File: src/rtl/mux_channel_scanner.sv
// Feeder for a 4-to-1 nibble mux: four write-port channel registers, with round-robin
// selection of pending channels offered to a consumer over a valid/ready handshake.
module mux_channel_scanner (
  input  logic        clk,
  input  logic        rst,
  input  logic        wr_en,
  input  logic [1:0]  wr_addr,
  input  logic [3:0]  wr_data,
  output logic        wr_ready,
  output logic [15:0] D,
  output logic [1:0]  S,
  output logic        out_valid,
  input  logic        out_ready,
  output logic [3:0]  pending,
  output logic [3:0]  overrun,
  input  logic        clr_overrun
);

  typedef enum logic {IDLE, PRESENT} state_t;

  state_t     state_q, state_d;
  logic [3:0] ch_q [4];
  logic [3:0] pending_q, pending_d;
  logic [3:0] overrun_q, overrun_d;
  logic [1:0] s_q, s_d;
  logic [1:0] ptr_q, ptr_d;
  logic       handshake;
  logic       wr_acc;

  // First set bit of 'set', scanning start, start+1, ... with wrap.
  function automatic logic [1:0] first_from(input logic [3:0] set, input logic [1:0] start);
    logic [1:0] idx;
    first_from = start;
    for (int i = 3; i >= 0; i--) begin
      idx = start + 2'(i);
      if (set[idx]) first_from = idx;
    end
  endfunction

  assign out_valid = (state_q == PRESENT);
  assign S         = s_q;
  assign pending   = pending_q;
  assign overrun   = overrun_q;
  assign D         = {ch_q[3], ch_q[2], ch_q[1], ch_q[0]};
  // The offered channel is write-protected so the mux output cannot move under the consumer.
  assign wr_ready  = !(out_valid && (wr_addr == s_q));
  assign handshake = out_valid && out_ready;
  assign wr_acc    = wr_en && wr_ready;

  always_comb begin
    // NOTE: every signal driven here gets a default first, so no path leaves one unassigned (no latch).
    state_d   = state_q;
    s_d       = s_q;
    ptr_d     = ptr_q;
    pending_d = pending_q;
    overrun_d = overrun_q;

    if (handshake) pending_d[s_q] = 1'b0;
    if (wr_acc)    pending_d[wr_addr] = 1'b1;

    if (clr_overrun) overrun_d = '0;
    if (wr_acc && pending_q[wr_addr]) overrun_d[wr_addr] = 1'b1;

    case (state_q)
      IDLE: begin
        if (pending_q != '0) begin
          s_d     = first_from(pending_q, ptr_q);
          state_d = PRESENT;
        end
      end
      PRESENT: begin
        if (handshake) begin
          ptr_d = s_q + 2'd1;
          // Same-cycle writes are already folded into pending_d, so there is no bubble.
          if (pending_d != '0) s_d = first_from(pending_d, s_q + 2'd1);
          else                 state_d = IDLE;
        end
      end
      default: state_d = IDLE;
    endcase
  end

  // NOTE: the channel array is reset on purpose, because D exposes it directly and must read 0 after reset.
  always_ff @(posedge clk or posedge rst) begin
    if (rst) begin
      for (int i = 0; i < 4; i++) ch_q[i] <= '0;
    end else if (wr_acc) begin
      ch_q[wr_addr] <= wr_data;
    end
  end

  // NOTE: state registers use non-blocking assignments so every flop samples pre-edge values.
  always_ff @(posedge clk or posedge rst) begin
    if (rst) begin
      state_q   <= IDLE;
      s_q       <= '0;
      ptr_q     <= '0;
      pending_q <= '0;
      overrun_q <= '0;
    end else begin
      state_q   <= state_d;
      s_q       <= s_d;
      ptr_q     <= ptr_d;
      pending_q <= pending_d;
      overrun_q <= overrun_d;
    end
  end

endmodule

File: config.mk
export PLATFORM = sky130hd
export DESIGN_NAME = mux_channel_scanner
export DESIGN_NICKNAME = d
export VERILOG_FILES = /design/src/rtl/mux_channel_scanner.sv
export SDC_FILE = /design/constraint.sdc
export NUM_CORES = 1
export LEC_CHECK = 0
export CAP_MARGIN = 20
export CORE_ASPECT_RATIO = 0.7
export CORE_UTILIZATION = 53
export DETAILED_ROUTE_END_ITERATION = 8
export PLACE_DENSITY = 0.86
export RECOVER_POWER = 50
export SETUP_SLACK_MARGIN = 0.2
export SYNTH_ARGS = -nofsm -noshare
export SYNTH_HDL_FRONTEND = slang
export SYNTH_SLANG_ARGS = --single-unit
File: constraint.sdc
create_clock -name clk -period 5 [get_ports clk]
set_input_delay 1.25 -clock clk [delete_from_list [all_inputs] [get_ports clk]]
set_output_delay 1.25 -clock clk [all_outputs]
set_load 0.02 [all_outputs]
==> impl_metrics.toml, run 1 <==
[setup_path]
critPathKind = "input pin to primary output"
worst_r2r_path_depth = 9
timing.rr.end = "S[1]$_DFFE_PP0P_"
crit_path_start_kind = "input pin"
slowest_delay_ns = 0.71
critical_path_buf_inv_count = 2
critical_path_peak_fanout = 8
endpoint_kind = "primary output"
crit_chain = "dlygate4sd3_1, xnor2_1, nand3_1, clkdlybuf4s50_1"
arrival_ns = 2.83
rr_startpoint = "S[0]$_DFFE_PP0P_"
required_ns = 3.75
crit_path_top_delay_cell = "dlygate4sd3_1"
crit_family = "buffers and inverters"
r2r_slack_ns = 2.50

[die]
die_y_um = 48.0
rows = 16
io_pins = 39
core_area_sq_mm = 0.00282
start_util_pct = 56.6
dieArea_sq_mm = 0.00324
fp.dieW_um = 67.7

[worst_hold_path]
hp-class = "register to register"
min_from = "D[5]$_DFFE_PP0P_"
whs_endpoint = "D[5]$_DFFE_PP0P_"
min_path_cells = 1

[power_and_ir_drop]
powerDensity_mw_per_mm2 = 691
p_leak_nw = 0.906
vdd_drop_max_mv = 0.410
power.total_w = 0.00144

[placed_design]
dpl.hpwl_mm = 2.83
globalplace.congestion = 0.929
place_area_sq_mm = 0.00198
io_buffers = 38
place_inst = 212

[timing]
grt_setup_unrepaired = "no"
worst-slew-pin-transition_ns = 1.35
timing.final.crit_share_pct = 81.6
finalSetupViolations = 0
slew_violations = 0
hold_violations = 0
fin_crit_ns = 4.08
slew_headroom_pct = 10.0
fmax_mhz = 245
fin_tns_setup_ns = 0
finClkSkew_ns = 0.00513

[layout]
diodes = 0
fin_cells = 221
fin_area_sq_mm = 0.00208
drive_gt1_share_pct = 18.4
areaGrowthSynthToFinish_pct = 30.3
final_nets = 199
fillCellCount = 188
finish.utilization_pct = 73.8

[global_route]
grt.total_usage_pct = 26.1
first_global_vias = 1203
grt_overflow_total = 0
grt_pass1_wl_mm = 5.80
grt_max_degree = 30
antenna_found_initial = 0

[detailed_routing]
drtAntennaViolNets = 0
drt_first_pass_iters = 4
drt-initial-drc-count = 85
drt_wl_total_mm = 3.98
vias = 1299
vias_per_cell = 5.88
wl_per_cell_um = 18.0
route.detailed.drc = 0

[synthesis]
synth_compound_area_share_pct = 14.6
synthFlopType = "dfrtp_1"
ys_top_cells_by_count = "dfrtp_1, mux2_2, inv_1"
synth_fa_ha_area_share_pct = 3.13
netlist.area_leader.share_pct = 45.4
yosysTopAreaCell = "dfrtp_1"
synth.most_common_cell = "dfrtp_1"
ys_ff_latch = 29
syn_area_sq_mm = 0.00160
ys_warn_count = 0
synth-edff-count = 0
synth_area_leaders = "dfrtp_1, mux2_2, inv_1, ha_1, and3_1"
yosys.area_share.xor_xnor_pct = 1.10
syn_nets = 161
synth-simple-area-share_pct = 14.2
synth_cell_type_count = 42
async_flop_share_pct = 100
ys_seq_area_share_pct = 45.4
synth_top_family_by_area = "multiplexers"
muxShareOfSynthArea_pct = 14.9
netlist_instances = 146
syn_avg_cell_area_sq_um = 11.0

[clocking]
tritoncts = "yes"
cts_sinks = 29
worstSkewPairLatency_ns = 0.28
post_cts_buffers = 0
cts_hold_buffers = 0
cts_resized = 0
cts_buffers = 5
path_clk_slew_ns = 0.06
cts_root_buffer = "clkbuf_8"
h-tree-depth = 2
cts_buffer_depth = 2

[status]
status = "complete, no violations"

[run]
maxCapViolations = 0
## metal layers
layer  global-route usage [%]  wire length (um)  share of wire, %
met2                     41.8              1970                50
met3                     8.33               254               6.4
met1                     33.8              1720                43
met5                        0                 0                 0
met4                     9.36                31              0.78
## power breakdown
| part | switching [W] | internal (W) |
|---|---|---|
| logic | 0.000398 | 0.000368 |
| registers | 0.000126 | 0.000340 |
| clock network | 0.0000839 | 0.000124 |
## state kept, by name, summed over array words and instances, names as in the netlist
register / flops
D: 16
S: 2
out_valid: 1
overrun: 4
pending: 4
ptr_q: 2
## worst max path at each step
stage	start	end	slack, ns	depth (start not counted)
2_1_floorplan	wr_addr[1]	wr_ready	2.01	3
5_1_grt	wr_addr[1]	wr_ready	0.84	4
4_1_cts	wr_addr[1]	wr_ready	1.01	4
6_report	wr_addr[1]	wr_ready	0.92	4
3_3_place_gp	wr_addr[1]	wr_ready	1.08	4
3_5_place_dp	wr_addr[1]	wr_ready	1.02	4
## metrics by stage
stage / hold WS (ns) / setup WS, ns
5_1_grt: 0.523 / 0.844
3_3_place_gp: 0.490 / 1.08
3_5_place_dp: 0.493 / 1.02
2_1_floorplan: 0.498 / 2.01
6_report: 0.501 / 0.922
4_1_cts: 0.506 / 1.01
## cell type report
class	count	area, sq um	share of cell area (%)
Clock inverter	1	5.00	0.240
Inverter	17	63.8	3.06
Multi-Input combinational cell	92	763	36.6
Sequential cell	29	726	34.8
Clock buffer	7	96.3	4.62
Tap cell	36	45.0	2.16
Timing Repair Buffer	39	384	18.4
## cell usage in the layout (no fill, tap or decap), types with 2 or more instances in the layout
| cell type | Yosys | layout |
|---|---|---|
| or2_2 | 4 | 4 |
| nand3b_1 | 2 | 2 |
| a21oi_1 | 4 | 4 |
| dfrtp_1 | 29 | 29 |
| xnor2_1 | 2 | 2 |
| a2111oi_0 | 2 | 2 |
| inv_1 | 17 | 17 |
| ha_1 | 4 | 4 |
| o22a_1 | 2 | 2 |
| dlygate4sd3_1 | 0 | 11 |
| clkdlybuf4s50_1 | 0 | 27 |
| o21ai_0 | 3 | 3 |
| clkbuf_8 | 0 | 7 |
| nor3_1 | 2 | 2 |
| o22ai_1 | 5 | 5 |
| o21a_1 | 3 | 3 |
| and3b_1 | 2 | 2 |
| mux2_2 | 18 | 18 |
| nand4_1 | 3 | 3 |
| nor2_1 | 5 | 5 |
| nand2_1 | 3 | 3 |
| and3_1 | 5 | 5 |
| nand3_1 | 5 | 5 |
## kinds of logic (layout without fill, tap and decap cells)
family	after synthesis	after routing
simple gates	37	37
compound gates	29	29
buf+inv	25	64
fa+ha+maj	4	4
mux	20	20
flops	29	29
xor+xnor	2	2
No activity file was read; power rests on OpenSTA's default activity.
==> run 2: changes to the inputs <==
CORE_UTILIZATION = 49   (was 53)
PLACE_DENSITY = 0.8   (was 0.86)
clock period = 3.8 ns   (was 5 ns; I/O delays follow)
==> impl_metrics.toml, run 2 (synthesis results as in run 1) <==
[status]
status = "complete, no violations"

[timing]
finalSetupViolations = 0
slew_headroom_pct = 14.0
finClkSkew_ns = 0.00306
hold_violations = 0
grt_setup_unrepaired = "no"
worst-slew-pin-transition_ns = 1.29
worst_slack_ns = 0.353
timing.final.crit_share_pct = 90.7
slew_violations = 0
fin_crit_ns = 3.45
fmax_mhz = 290
fin_tns_setup_ns = 0

[worst_hold_path]
hp-class = "register to register"

[setup_path]
critPathKind = "input pin to primary output"
crit_chain = "dlygate4sd3_1, xnor2_1, nand3_1, clkdlybuf4s50_1"
crit_path_start_kind = "input pin"
arrival_ns = 2.50
critical_path_peak_fanout = 7
slowest_delay_ns = 0.65
endpoint_kind = "primary output"
crit_path_top_delay_cell = "dlygate4sd3_1"
required_ns = 2.85
r2r_slack_ns = 1.25

[die]
io_pins = 39
die_y_um = 49.8
fp.dieW_um = 70.3
dieArea_sq_mm = 0.00350
rows = 16
start_util_pct = 54.3
core_area_sq_mm = 0.00294

[layout]
fillCellCount = 211
diodes = 0
final_cell_mix = "dfrtp_1, clkdlybuf4s50_1, mux2_2, inv_1, dlygate4sd3_1"
largest_reg_flops = 16
areaGrowthSynthToFinish_pct = 29.3
final-seq-area_sq_um = 726
final_nets = 199
drive_gt1_share_pct = 17.4
finish.utilization_pct = 70.3
final_common_cell = "dfrtp_1"
multiInputGateArea_sq_um = 763

[global_route]
grt_overflow_total = 0
antenna_found_initial = 0
first_global_vias = 1251
grt_max_degree = 30
grt.total_usage_pct = 22.6
grt_pass1_wl_mm = 5.98

[power_and_ir_drop]
vdd_drop_max_mv = 0.561
powerDensity_mw_per_mm2 = 895
p_leak_nw = 0.904
power.total_w = 0.00185

[clocking]
h-tree-depth = 2
cts_buffers = 5
post_cts_buffers = 0
worstSkewPairLatency_ns = 0.27
path_clk_slew_ns = 0.05
cts_hold_buffers = 0
cts_root_buffer = "clkbuf_8"
cts_sinks = 29
tritoncts = "yes"
cts_resized = 0
cts_buffer_depth = 2

[detailed_routing]
vias_per_cell = 5.79
vias = 1273
route.detailed.drc = 0
drtAntennaViolNets = 0
drt-initial-drc-count = 58
drt_wl_total_mm = 3.70
wl_per_cell_um = 16.8
drt_first_pass_iters = 5

[placed_design]
dpl.hpwl_mm = 2.81
place_ws_ns = 0.406
io_buffers = 38
globalplace.congestion = 0.975

[run]
maxCapViolations = 0
## run 2: cell types whose count changed in the layout (fill, tap and decap cells not counted)
| cell | delta |
|---|---|
| clkbuf_8 | -1 |
| clkinv_2 | -1 |
| clkbuf_1 | +1 |
## run 2: cell type report
class / instances / area share (%)
clock buffers: 7 / 4.17
inverters: 17 / 3.09
multi-input cells: 92 / 36.9
flip-flops and latches: 29 / 35.1
well taps: 36 / 2.18
repair buffers: 39 / 18.6
## run 2: critical path, delay by kind of cell
family	cells	cell delay, ns
buffers and inverters	2	1.26
xor gates and xnor gates	1	0.16
and+or+nand+nor	1	0.12
## run 2: per-layer routing
layer  track usage, %  share of wire [%]
met3             6.34                7.4
met4             6.33                1.7
met1             30.3                 43
met2             35.9                 48
met5                0                  0
## run 2: where the power goes
group          total [W]  switching [W]  leakage [nW]  internal, W
logic            0.00100       0.000515         0.512     0.000488
registers       0.000607       0.000159         0.347     0.000448
clock network   0.000241      0.0000980        0.0443     0.000143
total            0.00185       0.000772         0.904      0.00108
## run 2: worst paths after layout
| check | startpoint | end | cells past startpoint |
|---|---|---|---|
| worst min register to register | D[10]$_DFFE_PP0P_ | D[10]$_DFFE_PP0P_ | 1 |
| worst max register to register | S[0]$_DFFE_PP0P_ | S[1]$_DFFE_PP0P_ | 9 |
| worst min-delay path | D[10]$_DFFE_PP0P_ | D[10]$_DFFE_PP0P_ | 1 |
| max in group asynchronous | rst | ptr_q[0]$_DFFE_PP0P_ | 3 |
| min in group asynchronous | rst | D[1]$_DFFE_PP0P_ | 2 |
| worst max-delay path | wr_addr[0] | wr_ready | 4 |
## run 2: stage by stage
| step | area (sq um) | std cells | hold WS [ns] |
|---|---|---|---|
| finish | 2070 | 220 | 0.503 |
| global route | 2070 | 220 | 0.521 |
| CTS | 2070 | 219 | 0.507 |
| detailed placement | 1980 | 212 | 0.494 |
| global placement | 1980 | 212 | 0.489 |
| floorplan | 1600 | 146 | 0.498 |
==> variant 1: new RTL, flow settings as in run 2 <==
Reset style: synchronous (`rst`), changed in 2 clocked blocks.
--- a/src/rtl/mux_channel_scanner.sv
+++ b/src/rtl/mux_channel_scanner.sv
@@ -83,3 +83,3 @@
   // NOTE: the channel array is reset on purpose, because D exposes it directly and must read 0 after reset.
-  always_ff @(posedge clk or posedge rst) begin
+  always_ff @(posedge clk) begin
     if (rst) begin
@@ -92,3 +92,3 @@
   // NOTE: state registers use non-blocking assignments so every flop samples pre-edge values.
-  always_ff @(posedge clk or posedge rst) begin
+  always_ff @(posedge clk) begin
     if (rst) begin
Function: differs if rst is asserted again (counterexample within 4 cycles, from zero or initial values and one cycle with rst high); with rst held inactive, the same outputs for 10 cycles.
==> variant 1 against run 2 <==
  * Sequential cell count is the same
  * Wire length grew 4.0%
  * Setup slack gained 130 ps
  * First-iteration DRC count grew 140%
  * Count of clock-buffer cells in the layout grew 1
  * Synthesized area shrank 3.1%
  * Core utilization shrank 0.93 points
  * Cell area shrank 2.7%
  * Critical path type unchanged
Power is not compared: it rests on default switching activity, and its combinational part moved more than twofold at a synthesized area within 25%.
==> variant 1: results <==
clocking:
  cts_resized: 0
  postCtsSetupBuffers: 0
  clock_latency_ps: 270
setup_path:
  reg2reg_depth: 6
  path_max_fanout: 3
  timing.rr.start: "out_valid"
  r2r_slack_ps: 1130
  arrival_ps: 2370
  r2r_end: "S[0]"
  cp-startpoint: "wr_addr[1]"
synth:
  synth_edf_count: 16
  synthTopCellsByArea: "edfxtp_1, dfxtp_1, nor2_1, ha_1, inv_1"
  synthArstFlopShare: 0
  ys_types: 45
  synthCells: 159
  ys.flop_type: "edfxtp_1"
  ys_seq_area_frac: 0.478
  synth_common_cells: "nor2_1, edfxtp_1, dfxtp_1, inv_1"
  synthesis.nets: 174
sta:
  clock_skew_ps: 6.59
  hold_ws_ps: 518
  max_slew_margin: 0.495
finish:
  final_nets: 211
  final_util: 0.694
  fill_cells: 230
  instances_no_fill: 233
  top_register: "ch_q"
  drive_gt1_frac: 0.0711
placement:
  place_area_sq_mm: 0.00194
  dp_hpwl_microns: 2850
  globalplace.congestion: 0.867
global_routing:
  grt_pass1_vias: 1329
  grt_usage: 0.240
  grt_pass1_wl_microns: 6380
  grt_max_degree: 21
routing:
  wirelength_microns: 3850
  via_count: 1408
  drtIter0Drc: 137
  dr.pass1.iters: 4
hold_path:
  holdPathStages: 2
  hp-class: "register to register"
  whs_endpoint: "overrun[3]"
  worstHoldStart: "overrun[3]"
status:
  status: "finished, final reports clean"
## variant 1: logic make-up after synthesis
family / share of synthesized area
multiplexers: 0.0210
buffers and inverters: 0.0630
flip-flops: 0.478
AO/OA/AOI/OAI: 0.208
AND/OR/NAND/NOR: 0.186
adder cells (fa/ha/maj): 0.0323
XOR/XNOR: 0.0113
## variant 1: area by class of cell
| class | count | area share |
|---|---|---|
| clock buffer | 8 | 0.0447 |
| inverter | 13 | 0.0242 |
| multi-input combinational | 107 | 0.344 |
| sequential | 29 | 0.368 |
| tap | 36 | 0.0224 |
| timing repair buffer | 40 | 0.196 |
## variant 1: critical path, stage by stage
cell,delay (ps)
clkdlybuf4s50_1,530
xnor2_1,150
nand3_1,140
clkdlybuf4s50_1,600
## variant 1: where the power goes
| part | internal (mW) | total [mW] | switching [mW] |
|---|---|---|---|
| sequential | 0.353 | 0.387 | 0.0341 |
| clock | 0.147 | 0.251 | 0.104 |
| combinational | 0.0886 | 0.204 | 0.116 |
| total | 0.588 | 0.842 | 0.253 |
## variant 1: how the worst max path moves through the flow
stage	to	slack (ps)	cells past startpoint
detailed placement	S[0]	470	8
global route	wr_ready	450	4
floorplan	S[0]	1330	7
finish	wr_ready	480	4
global placement	wr_ready	560	4
CTS	wr_ready	490	4
## variant 1: per-layer routing
metal	GRT usage	share of wire	wire (microns)	up-vias
met4	0.0646	0.0042	16	0
li1	-	-	-	666
met3	0.0702	0.091	349	4
met5	0	0	0	-
met2	0.366	0.46	1770	83
met1	0.334	0.45	1710	655
==> variant 2: new RTL, flow settings as in run 2 <==
Without the edit above. `pending_q` no longer has a reset.
--- a/src/rtl/mux_channel_scanner.sv
+++ b/src/rtl/mux_channel_scanner.sv
@@ -97,3 +97,2 @@
       ptr_q     <= '0;
-      pending_q <= '0;
       overrun_q <= '0;
@@ -103,3 +102,2 @@
       ptr_q     <= ptr_d;
-      pending_q <= pending_d;
       overrun_q <= overrun_d;
@@ -108,2 +106,6 @@
 
+  always_ff @(posedge clk) begin
+    pending_q <= pending_d;
+  end
+
 endmodule
Check against the original RTL: not equivalent (Yosys sat finds a counterexample within 4 cycles, from zero or initial values and one cycle with rst high).
==> variant 2 against run 2 <==
  * Setup slack got worse by 54 ps
  * Register-to-register slack got worse by 20 ps
  * Synthesized area fell by 1.5%
  * Power rose by 2.4%
  * Wire length barely moved
  * Sequential cell count did not move
  * First-iteration DRC count rose by 72%
  * Hold slack got worse by 4.1 ps
  * Core utilization rose by 0.31 points
  * Cell area fell by 0.24%
  * Critical path type unchanged
  * Synthesized cell count rose by 0.68%
  * Sequential power fell by 0.8%
  * Largest power group unchanged
  * Clock power rose by 16%
==> variant 2: results <==
status:
  status: "finished, final reports clean"
power_and_ir_drop:
  power_frac_seq: 0.317
  clkPwrFrac: 0.147
  p_leak_nw: 0.904
  power_density_mw_per_mm2: 919
synth:
  ys_seq_area_frac: 0.448
  synthArstFlopShare: 0.862
  synth_common_cells: "dfrtp_1, mux2_2, inv_1"
  synthTopCellsByArea: "dfrtp_1, mux2_2, dfxtp_1, inv_1, ha_1"
  ys_types: 43
  synthCells: 147
  synthesis.nets: 162
finish:
  drive_gt1_frac: 0.194
  instances_no_fill: 222
placement:
  pre_cts_ws_ps: 388
  numPlacedInstances: 214
  globalplace.congestion: 0.967
global_routing:
  grt_pass1_wl_microns: 6130
  grt_usage: 0.233
  grt_pass1_vias: 1231
sta:
  clock_skew_ps: 8.27
  hold_ws_ps: 499
  tightestPinTransition_ps: 955
  layout_setup_ws_ps: 299
routing:
  drtIter0Drc: 100
  routed_via_density: 5.69
hold_path:
  whs_endpoint: "D[6]"
setup_path:
  cp-startpoint: "wr_addr[1]"
  r2r_slack_ps: 1230
==> variant 2: per-layer routing <==
layer,GRT usage,up-vias,share of wire
li1,-,601,-
met1,0.308,614,0.45
met2,0.378,48,0.47
met3,0.0847,0,0.081
met4,0.0300,0,0
met5,0,-,0
==> variant 2: kinds of logic after synthesis <==
logic type | share of synthesized area
buffers and inverters | 0.0667
and+or+nand+nor | 0.137
adders and majority gates | 0.0318
DFF | 0.448
muxes | 0.152
xor gates and xnor gates | 0.0111
AOI/OAI and AO/OA | 0.153
==> variant 2: final cells by class <==
type                       instances  share of cell area
inverter                          18              0.0334
clock inverter                     1             0.00243
timing repair buffer              38               0.184
clock buffer                       7              0.0467
tap                               36              0.0218
sequential                        29               0.342
multi-input combinational         93               0.369
